## src/rtl/lc3b_types.sv

```systemverilog
// Shared LC-3b pipeline types: control word, NZP codes and writeback mux encodings.
package lc3b_types;

    localparam int unsigned WORD_W = 16;
    localparam int unsigned REG_W  = 3;
    localparam int unsigned NZP_W  = 3;

    typedef logic [WORD_W-1:0] lc3b_word;
    typedef logic [REG_W-1:0]  lc3b_reg;
    typedef logic [NZP_W-1:0]  lc3b_nzp;

    localparam logic [1:0] REGFILEMUX_ALU   = 2'b00;
    localparam logic [1:0] REGFILEMUX_MDR   = 2'b01;
    localparam logic [1:0] REGFILEMUX_PC    = 2'b10;
    localparam logic [1:0] REGFILEMUX_BRADJ = 2'b11;

    localparam lc3b_nzp NZP_Z = 3'b010;

    typedef struct packed {
        logic       load_regfile;
        logic       load_cc;
        logic [1:0] regfilemux_sel;
    } lc3b_control_word;

    // Exactly one of n/z/p is set for any data word.
    function automatic lc3b_nzp gen_nzp(input lc3b_word data);
        logic n;
        logic z;
        n = data[WORD_W-1];
        z = (data == '0);
        return {n, z, ~n & ~z};
    endfunction

endpackage

```

## src/rtl/lc3b_regfile.sv

```systemverilog
// 8x16 register file, one write port, two combinational read ports.
// Same-cycle write-through on the read ports when LC3B_WB_BYPASS_EN is defined.
module lc3b_regfile
    import lc3b_types::*;
#(
    parameter int unsigned REG_COUNT = 8,
    localparam int unsigned ADDR_W = $clog2(REG_COUNT)
) (
    input  logic              clk,
    input  logic              rst_n,
    input  logic              we,
    input  logic [ADDR_W-1:0] waddr,
    input  lc3b_word          wdata,
    input  logic [ADDR_W-1:0] raddr1,
    input  logic [ADDR_W-1:0] raddr2,
    output lc3b_word          rdata1,
    output lc3b_word          rdata2
);

    lc3b_word regs [REG_COUNT];

    always_ff @(posedge clk) begin
        if (!rst_n) begin
            for (int i = 0; i < int'(REG_COUNT); i++) begin
                regs[i] <= '0;
            end
        end else if (we) begin
            regs[waddr] <= wdata;
        end
    end

`ifdef LC3B_WB_BYPASS_EN
    always_comb begin
        rdata1 = (we && (raddr1 == waddr)) ? wdata : regs[raddr1];
        rdata2 = (we && (raddr2 == waddr)) ? wdata : regs[raddr2];
    end
`else
    always_comb begin
        rdata1 = regs[raddr1];
        rdata2 = regs[raddr2];
    end
`endif

endmodule

```

## src/rtl/lc3b_wb_stage.sv

```systemverilog
// LC-3b writeback stage: result select, regfile commit, NZP update and retire count.
// Optional read-port write-through enabled by defining LC3B_WB_BYPASS_EN.
module lc3b_wb_stage
    import lc3b_types::*;
#(
    parameter int unsigned REG_COUNT = 8,
    parameter int unsigned RETIRE_W  = 32
) (
    input  logic                clk,
    input  logic                rst_n,
    input  logic                load,
    input  logic                mem_wb_valid,
    input  lc3b_word            mem_wb_pc_out,
    input  logic [3:0]          mem_wb_opcode_out,
    input  lc3b_word            mem_wb_mdr_out,
    input  lc3b_word            mem_wb_alu_out,
    input  lc3b_word            mem_wb_bradj_out,
    input  lc3b_control_word    mem_wb_ctrl_out,
    input  lc3b_reg             mem_wb_dest_out,
    input  lc3b_reg             sr1,
    input  lc3b_reg             sr2,
    output lc3b_word            sr1_out,
    output lc3b_word            sr2_out,
    output lc3b_nzp             cc_out,
    output lc3b_word            wb_data_out,
    output lc3b_reg             wb_dest_out,
    output logic                wb_regwrite_out,
    output logic [RETIRE_W-1:0] retire_count
);

    logic    commit;
    logic    rf_we;
    lc3b_nzp cc;

    // Opcode travels with the instruction for debug only.
    logic unused_opcode;
    assign unused_opcode = ^mem_wb_opcode_out;

    always_comb begin
        wb_data_out = mem_wb_alu_out;
        unique case (mem_wb_ctrl_out.regfilemux_sel)
            REGFILEMUX_ALU:   wb_data_out = mem_wb_alu_out;
            REGFILEMUX_MDR:   wb_data_out = mem_wb_mdr_out;
            REGFILEMUX_PC:    wb_data_out = mem_wb_pc_out;
            REGFILEMUX_BRADJ: wb_data_out = mem_wb_bradj_out;
            default:          wb_data_out = mem_wb_alu_out;
        endcase
    end

    // Forwarding view ignores load so the hazard unit sees stalled writers too.
    assign wb_dest_out     = mem_wb_dest_out;
    assign wb_regwrite_out = mem_wb_valid & mem_wb_ctrl_out.load_regfile;
    assign commit          = load & mem_wb_valid;
    assign rf_we           = commit & mem_wb_ctrl_out.load_regfile;

    lc3b_regfile #(
        .REG_COUNT (REG_COUNT)
    ) u_regfile (
        .clk    (clk),
        .rst_n  (rst_n),
        .we     (rf_we),
        .waddr  (mem_wb_dest_out),
        .wdata  (wb_data_out),
        .raddr1 (sr1),
        .raddr2 (sr2),
        .rdata1 (sr1_out),
        .rdata2 (sr2_out)
    );

    always_ff @(posedge clk) begin
        if (!rst_n) begin
            cc           <= NZP_Z;
            retire_count <= '0;
        end else if (commit) begin
            if (mem_wb_ctrl_out.load_cc) begin
                cc <= gen_nzp(wb_data_out);
            end
            retire_count <= retire_count + RETIRE_W'(1);
        end
    end

    assign cc_out = cc;

endmodule

```

## config.mk

```make
export PLATFORM = sky130hd
export DESIGN_NAME = lc3b_wb_stage
export DESIGN_NICKNAME = d
export VERILOG_FILES = /design/src/rtl/lc3b_types.sv /design/src/rtl/lc3b_regfile.sv /design/src/rtl/lc3b_wb_stage.sv
export SDC_FILE = /design/constraint.sdc
export NUM_CORES = 1
export LEC_CHECK = 0
export CAP_MARGIN = 30
export CORE_UTILIZATION = 55
export CTS_BUF_LIST = sky130_fd_sc_hd__clkbuf_4 sky130_fd_sc_hd__clkbuf_8 sky130_fd_sc_hd__clkbuf_16
export DETAILED_ROUTE_END_ITERATION = 8
export PLACE_DENSITY = 0.89
export SYNTH_ARGS = -nofsm -noshare
export SYNTH_HDL_FRONTEND = slang
export SYNTH_SLANG_ARGS = --single-unit
```

## constraint.sdc

```tcl
create_clock -name clk -period 6.3 [get_ports clk]
set_input_delay 1.89 -clock clk [delete_from_list [all_inputs] [get_ports clk]]
set_output_delay 1.89 -clock clk [all_outputs]
set_load 0.01 [all_outputs]
```

Word-level counts from Yosys, hierarchy flattened
Memory sizes are Yosys's and may differ from the RTL's.
Index checks and enable logic that the tools add are counted.
Operators by class
  add/subtract/negate cells: 1
  equal/unequal tests: 3
  multiplexer cells: 8
  bitwise logic cells: 6
  reduce and logical (&&, ||, !) cells: 4
Operator list (number)
  one-hot mux 16 bit (4 select lines): 1
  adder 32 x 1 -> 32 bit, second input constant: 1
  logical NOT 16 bit: 1
  two-way mux 16 bit: 1
  OR reduction 16 bit: 1
  two-way mux 1 bit: 5
  AND 1 bit: 4
  == test 2 bit, second input constant: 2
  two-way mux 3 bit: 1
  == test 2 x 1 -> 1 bit, second input constant: 1
  logical NOT 2 bit: 1
  NOT 1 bit: 2
  AND reduction 2 bit: 1
Storage, ports and cells
  bits in registers: 35
  bits in writable memories: 128
  bits of input ports: 85
  word-level logic and storage cells: 25
  memories kept: 1
Memory list
  u_regfile.regs: depth 8, bits a word 16, rd ports 2, clocked after memory_dff 0, write ports 8, line lc3b_regfile.sv:20  | lc3b_word regs [REG_COUNT];

Depth between registers and ports, before layout
Gate-level depths: netlist of the first run.
  depth in word-level cells: 7
  mapped depth: 11
  gate-level depth less buffers: 8

Hierarchy
Synthesis of the first run repeated with hierarchy kept, for this count alone.
Unflattened totals
  cell total of the unflattened synthesis: 641
  area total of the unflattened synthesis: 8998.6 µm²
By module, submodules not included
  lc3b_regfile: instances 1, cells each 430, area each 6876.6 µm², sequential area each 3843.7 µm²
  lc3b_wb_stage: instances 1, cells each 211, area each 2122.0 µm², sequential area each 700.7 µm²

Worst setup path after synthesis of the first run
No wires, ideal clock.
  kind: in2out
  start: input port sr1[0]
  end: output port sr1_out[0]
  arrival time: 3220 ps
  setup slack: 1190 ps
  stages: 4
  buffers on the path: 2
  cell sequence: clkbuf_1 > buf_2 > mux4_2 > mux2_2
Between the ends
  longest elaborated chain between the ends: 1
Ends and longest elaborated chain
  from (decl): line lc3b_wb_stage.sv:20  | input lc3b_reg sr1,
  memory read (8 x 16 bit)
  to (decl): line lc3b_wb_stage.sv:22  | output lc3b_word sr1_out,
Every way passes these cells.

Worst setup path in the final report of the first run
  start: input port mem_wb_ctrl_out[1] (netlist name)
  end: output port wb_data_out[15]
Between the ends
  longest elaborated chain between the ends: 2
  elaborated cells on any way between the ends: 5
  classes of those cells: eq/ne (3); mux (1); reduce/logical (1)
Ends and longest elaborated chain
  from (decl): line lc3b_wb_stage.sv:18  | input lc3b_control_word mem_wb_ctrl_out,
  == test 2 bit (tied with other cells): line lc3b_wb_stage.sv:41  | unique case (mem_wb_ctrl_out.regfilemux_sel)
  one-hot mux 16 bit (4 select lines) (*): line lc3b_wb_stage.sv:41
  to (decl): line lc3b_wb_stage.sv:25  | output lc3b_word wb_data_out,
Every way passes the cells marked *; elsewhere a longest branch is shown, timed or not.

==> impl_metrics.csv, run 1 <==
group,metric,value,unit
floorplan,dieWidth,127,um
pwr,powerDensity,249,mW/mm^2
route,vias_per_cell,6.23,
floorplan,io_pins,172,
floorplan,dieHeight,127,um
setup_path,cp-start-kind,"input port",
clock_tree,hold_buffers,0,
route,antenna_left,0,
route,routedWlPerCell,23.1,um
setup_path,endpoint_kind,"output pin",
floorplan,std_cell_rows,45,
logic_synthesis,yosysUniqueCellTypes,36,
route,drtPass1Iterations,5,
setup_path,r2r-end,"retire_count[28]$_SDFFE_PN0P_",
cells_and_area,diodes,0,
route,vias,6525,
flow_run,drv_cap,0,
sta,tightest_slew,1.01,ns
sta,holdWs,0.477,ns
clock_tree,cts_tree,"built",
cells_and_area,finalNetCount,911,
floorplan,dieArea,0.0162,mm^2
logic_synthesis,ys_seq_area_frac,0.527,
hold_path,hp-class,"flop to flop",
sta,finalHoldViolCount,0,
place,io_buffers,167,
pwr,p_leak,3.98,nW
sta,setup-violations-final,0,
clock_tree,cts_sinks,163,
pwr,internal_power,0.00207,W
setup_path,endpoint,"wb_data_out[15]",
setup_path,r2r_start,"retire_count[0]$_SDFFE_PN0P_",
clock_tree,clockBufferDepth,2,
setup_path,path_max_fanout,26,
logic_synthesis,synth_warnings,0,
setup_path,cp.required,4.41,ns
logic_synthesis,syn_avg_cell_area,12.8,um^2
setup_path,reg2reg_slack,4.05,ns
clock_tree,clk_latency,0.44,ns
pwr,ir_worst_vdd,0.163,mV
place,dp.cells,1017,
pwr,swShare,0.246,
sta,period_share,0.944,
clock_tree,path_clk_slew,0.07,ns
pwr,switchingPower,0.000678,W
outcome,status,"completed",
pwr,power_frac_comb,0.156,
route,post-route-drc-count,0,
clock_tree,htreeDepth,4,
clock_tree,post_cts_resized,0,
floorplan,core-area,0.0153,mm^2
route,first_iter_violations,717,
grt,grt_pass1_vias,6784,
grt,grt.total_usage,0.311,
grt,gr-total-overflow,0,
grt,antenna_found_initial,0,
grt,grt_pass1_wl,36800,um
logic_synthesis,postSynthCellCount,672,
sta,finClkSkew,0.00604,ns
clock_tree,cts_root_buf,"clkbuf_16",
grt,grt_max_degree,34,
pwr,share_seq_of_total_power,0.449,
cells_and_area,syn_to_final_growth,28.4,%
setup_path,critPathKind,"input port to output pin",
hold_path,min-delay-start,"cc_out[1]$_SDFFE_PN1P_",
sta,rsz0062_at_grt,"false",
floorplan,start_util,0.565,
cells_and_area,final_cells,1048,
clock_tree,cts_setup_buffers,0,
sta,drv_slew,0,
cells_and_area,final_common_cell,"clkdlybuf4s50_1",
sta,fmax,0.168,GHz
cells_and_area,final_cell_mix,"164 x clkdlybuf4s50_1, 161 x nor2_1, 128 x edfxtp_1",
sta,min_period,5.95,ns
logic_synthesis,synth_nets,758,
place,hpwl,15500,um
setup_path,cp.arrival,4.06,ns
setup_path,crit_start,"mem_wb_ctrl_out[1]",
logic_synthesis,synth_area,0.00862,mm^2
sta,slew_headroom,0.323,
cells_and_area,layout-drive-gt1-share,0.213,
pwr,p_clk_frac,0.395,
clock_tree,cts_buffers,17,
sta,setup-tns-final,0,ns
setup_path,reg2reg_depth,6,
route,routed_wl,24200,um
place,globalplace.congestion,0.834,
logic_synthesis,ys_seq_elements,163,
-- power groups by stage --
stage | logic [W] | registers [W] | clock network, W
2_1_floorplan | 0.000234 | 0.00124 | 0
3_3_place_gp | 0.000416 | 0.00125 | 0
3_5_place_dp | 0.000426 | 0.00126 | 0
4_1_cts | 0.000428 | 0.00123 | 0.00108
5_1_grt | 0.000450 | 0.00124 | 0.00112
6_report | 0.000429 | 0.00123 | 0.00109
-- logic make-up (layout without fill, tap and decap cells) --
group / Yosys count / in the layout / synth area share
buffers and inverters: 64 / 229 / 0.0340
XOR/XNOR: 22 / 22 / 0.0224
flip-flops: 163 / 163 / 0.527
adder cells (fa/ha/maj): 1 / 1 / 0.00145
AO/OA/AOI/OAI: 33 / 33 / 0.0279
multiplexers: 132 / 132 / 0.256
AND/OR/NAND/NOR: 257 / 257 / 0.131
-- Yosys cell counts, drive strengths merged --
cell    number  area share
buf         19       0.014
or3          9      0.0065
a21oi       10      0.0058
and3         3      0.0022
nor3         1      0.0019
mux2        48       0.066
clkbuf      23       0.010
o21ai       22       0.021
nor4         3      0.0036
mux4        64        0.17
ha           1      0.0015
edfxtp     128        0.45
mux2i       20       0.023
xnor2        6      0.0061
nand4       16       0.012
dfxtp       35       0.081
and4         3      0.0031
xor2        16       0.016
a211o        1      0.0010
nand2       36       0.016
inv         22      0.0096
nor2b        2      0.0015
and2         5      0.0036
nand3       16      0.0093
nand2b       1     0.00073
nor2       162       0.071
-- sequential cells by signal (all words and copies together), names as in the netlist --
name / count
u_regfile.regs: 128
retire_count: 32
cc_out: 3
-- critical path, cell delays in order --
cell	delay [ns]
clkdlybuf4s50_1	0.60
inv_2	0.29
o21ai_2	0.55
inv_1	0.19
clkdlybuf4s50_1	0.52
-- routing by layer --
metal  GRT usage  vias up  routed length [um]
met1       0.361     3168                8500
li1            -     2787                   -
met2       0.545      496               12400
met5           0        -                   0
met3      0.0712       74                2490
met4       0.155        0                 797
-- final cells by class --
cell class | instances | area, um^2
flip-flops and latches | 163 | 4540
fillers | 949 | 4190
multi-input cells | 445 | 3780
repair buffers | 176 | 1790
clock buffers | 18 | 433
well taps | 211 | 264
clock inverters | 13 | 176
inverters | 22 | 82.6
-- stage by stage --
step | util | setup WS, ns | cell area [um^2] | total power [W]
floorplan | - | 1.19 | 8620 | 0.00148
global placement | 0.685 | 0.503 | 10500 | 0.00166
detailed placement | 0.685 | 0.422 | 10500 | 0.00168
CTS | 0.725 | 0.388 | 11100 | 0.00274
global route | 0.725 | 0.236 | 11100 | 0.00281
finish | 0.725 | 0.354 | 11100 | 0.00275
-- worst min-delay path by stage --
| stage | to | slack, ns | cells past startpoint |
|---|---|---|---|
| after floorplan | cc_out[2]$_SDFFE_PN0P_ | 0.48 | 2 |
| after global placement | cc_out[1]$_SDFFE_PN1P_ | 0.44 | 1 |
| after detailed placement | cc_out[1]$_SDFFE_PN1P_ | 0.47 | 1 |
| after CTS | cc_out[1]$_SDFFE_PN1P_ | 0.48 | 1 |
| after global routing | cc_out[1]$_SDFFE_PN1P_ | 0.50 | 1 |
| final | cc_out[1]$_SDFFE_PN1P_ | 0.48 | 1 |
Note: power is estimated with default switching activity, not from simulation.
==> inputs of run 2 (changes only) <==
Settings changed: PLACE_DENSITY 0.89 to 0.87.
==> run 2 against run 1 <==
- count of clock-buffer cells in the layout unchanged
- combinational power about the same
- utilization down 0.074 points
- routed wire length down 2.9%
- worst setup slack better by 0.051 ns
- non-clock buffer count up 5
- worst hold slack better by 0.0079 ns
- global-route usage down 1.0 points
- highest routed layer unchanged
- cell count up 0.57%
- total power down 3.6%
- sequential power about the same
- fmax up 0.86%
- critical path type unchanged
==> impl_metrics.csv, run 2 (same netlist as run 1, synthesis figures left out) <==
group,metric,value,unit
clock_tree,cts_setup_buffers,0,
floorplan,dieHeight,127,um
cells_and_area,layout-drive-gt1-share,0.217,
outcome,status,"completed",
route,antenna_left,0,
clock_tree,clockBufferDepth,2,
clock_tree,path_clk_slew,0.06,ns
route,routedWlPerCell,22.3,um
pwr,power_frac_comb,0.162,
pwr,swShare,0.249,
clock_tree,cts_sinks,163,
clock_tree,clk_latency,0.42,ns
sta,tightest_slew,1.03,ns
floorplan,dieWidth,127,um
grt,grt_max_degree,34,
sta,period_share,0.936,
pwr,p_leak,3.98,nW
pwr,powerDensity,240,mW/mm^2
setup_path,critical-path-slowest-cell,"clkdlybuf4s50_1",
sta,rsz0062_at_grt,"false",
pwr,share_seq_of_total_power,0.465,
setup_path,crit_top_cell,"clkdlybuf4s50_1",
pwr,power,0.00265,W
pwr,internal_power,0.00199,W
cells_and_area,final_common_cell,"clkdlybuf4s50_1",
clock_tree,htreeDepth,4,
route,drtPass1Iterations,6,
place,hpwl,15600,um
sta,setup-tns-final,0,ns
route,vias,6512,
clock_tree,cts_root_buf,"clkbuf_16",
grt,gr-total-overflow,0,
place,io_buffers,167,
route,vias_per_cell,6.18,
grt,grt.total_usage,0.301,
hold_path,hp-class,"flop to flop",
floorplan,dieArea,0.0162,mm^2
setup_path,cp.arrival,4.00,ns
clock_tree,cts_buffers,17,
sta,min_period,5.89,ns
route,first_iter_violations,663,
route,post-route-drc-count,0,
setup_path,critPathKind,"input port to output pin",
place,postPlaceCellArea,0.0105,mm^2
sta,slew_headroom,0.315,
pwr,ir_worst_vdd,0.185,mV
grt,grt_pass1_wl,35700,um
cells_and_area,final_cell_mix,"164 x clkdlybuf4s50_1, 161 x nor2_1, 128 x edfxtp_1",
cells_and_area,diodes,0,
setup_path,endpoint_kind,"output pin",
cells_and_area,finalNetCount,916,
setup_path,slowest_delay,0.60,ns
cells_and_area,final_cell_area,0.0111,mm^2
floorplan,std_cell_rows,45,
grt,grt_pass1_vias,6722,
floorplan,io_pins,172,
clock_tree,post_cts_resized,0,
setup_path,path_max_fanout,26,
place,globalplace.congestion,0.838,
setup_path,cp-start-kind,"input port",
sta,finalHoldViolCount,0,
cells_and_area,regMostFlops,"u_regfile.regs",
cells_and_area,syn_to_final_growth,28.3,%
sta,setup-violations-final,0,
flow_run,drv_cap,0,
sta,fmax,0.170,GHz
clock_tree,cts_tree,"built",
sta,finClkSkew,0.00463,ns
pwr,switchingPower,0.000659,W
sta,drv_slew,0,
floorplan,core-area,0.0153,mm^2
route,routed_wl,23500,um
setup_path,cp.required,4.41,ns
grt,antenna_found_initial,0,
cells_and_area,largest_reg_flops,128,
setup_path,path_cells,"clkdlybuf4s50_1, inv_2, o21ai_2, inv_1, clkdlybuf4s50_1",
pwr,p_clk_frac,0.373,
clock_tree,hold_buffers,0,
floorplan,start_util,0.565,
==> run 2: changes by cell type in the layout (fill, tap and decap cells not counted), sizes merged <==
cell	previous run	this run
buf	12	17
bufinv	3	1
clkinv	3	6
==> run 2: critical path: cells and delay by family <==
family / cells / cell delay (ns)
buffers and inverters: 4 / 1.56
AOI/OAI and AO/OA: 1 / 0.54
==> run 2: area by class of cell <==
type,instances,area (um^2)
clock buffer,18,433
fill,968,4200
timing repair buffer,181,1820
multi-input combinational,445,3780
sequential,163,4540
tap,211,264
clock inverter,14,128
inverter,22,82.6
==> run 2: per-stage QoR <==
stage,instances,worst slack (ns),util,hold slack [ns]
after floorplan,672,1.19,-,0.481
after global placement,1022,0.547,0.688,0.442
after detailed placement,1022,0.490,0.688,0.476
after CTS,1054,0.446,0.724,0.488
after global routing,1054,0.311,0.724,0.507
final,1054,0.405,0.724,0.485
==> run 2: final timing paths <==
path,from,endpoint,slack (ns),depth (start not counted)
setup / recovery,mem_wb_ctrl_out[1],wb_data_out[3],0.41,5
hold / removal,cc_out[2]$_SDFFE_PN0P_,cc_out[2]$_SDFFE_PN0P_,0.48,2
setup reg to reg,retire_count[0]$_SDFFE_PN0P_,retire_count[30]$_SDFFE_PN0P_,4.06,6
hold reg to reg,cc_out[2]$_SDFFE_PN0P_,cc_out[2]$_SDFFE_PN0P_,0.48,2
==> run 2: routing by layer <==
layer  up-vias  track usage  part of all wire  wire length [um]
li1       2800            -                 -                 -
met1      3185        0.356              0.36              8350
met2       456        0.526              0.51             11900
met3        71       0.0729             0.099              2320
met4         0        0.129             0.037               877
met5         -            0                 0                 0
==> run 2: power groups by stage <==
stage	sequential (W)	clock [W]	combinational, W
2_1_floorplan	0.00124	0	0.000234
3_3_place_gp	0.00125	0	0.000418
3_5_place_dp	0.00126	0	0.000427
4_1_cts	0.00123	0.000988	0.000431
5_1_grt	0.00124	0.00103	0.000452
6_report	0.00123	0.000990	0.000429
==> inputs of run 3 (changes only) <==
Settings changed: HOLD_SLACK_MARGIN set to 0.08.
==> results of run 3 <==
No change in the layout: final DEF, timing and power equal those of run 2.
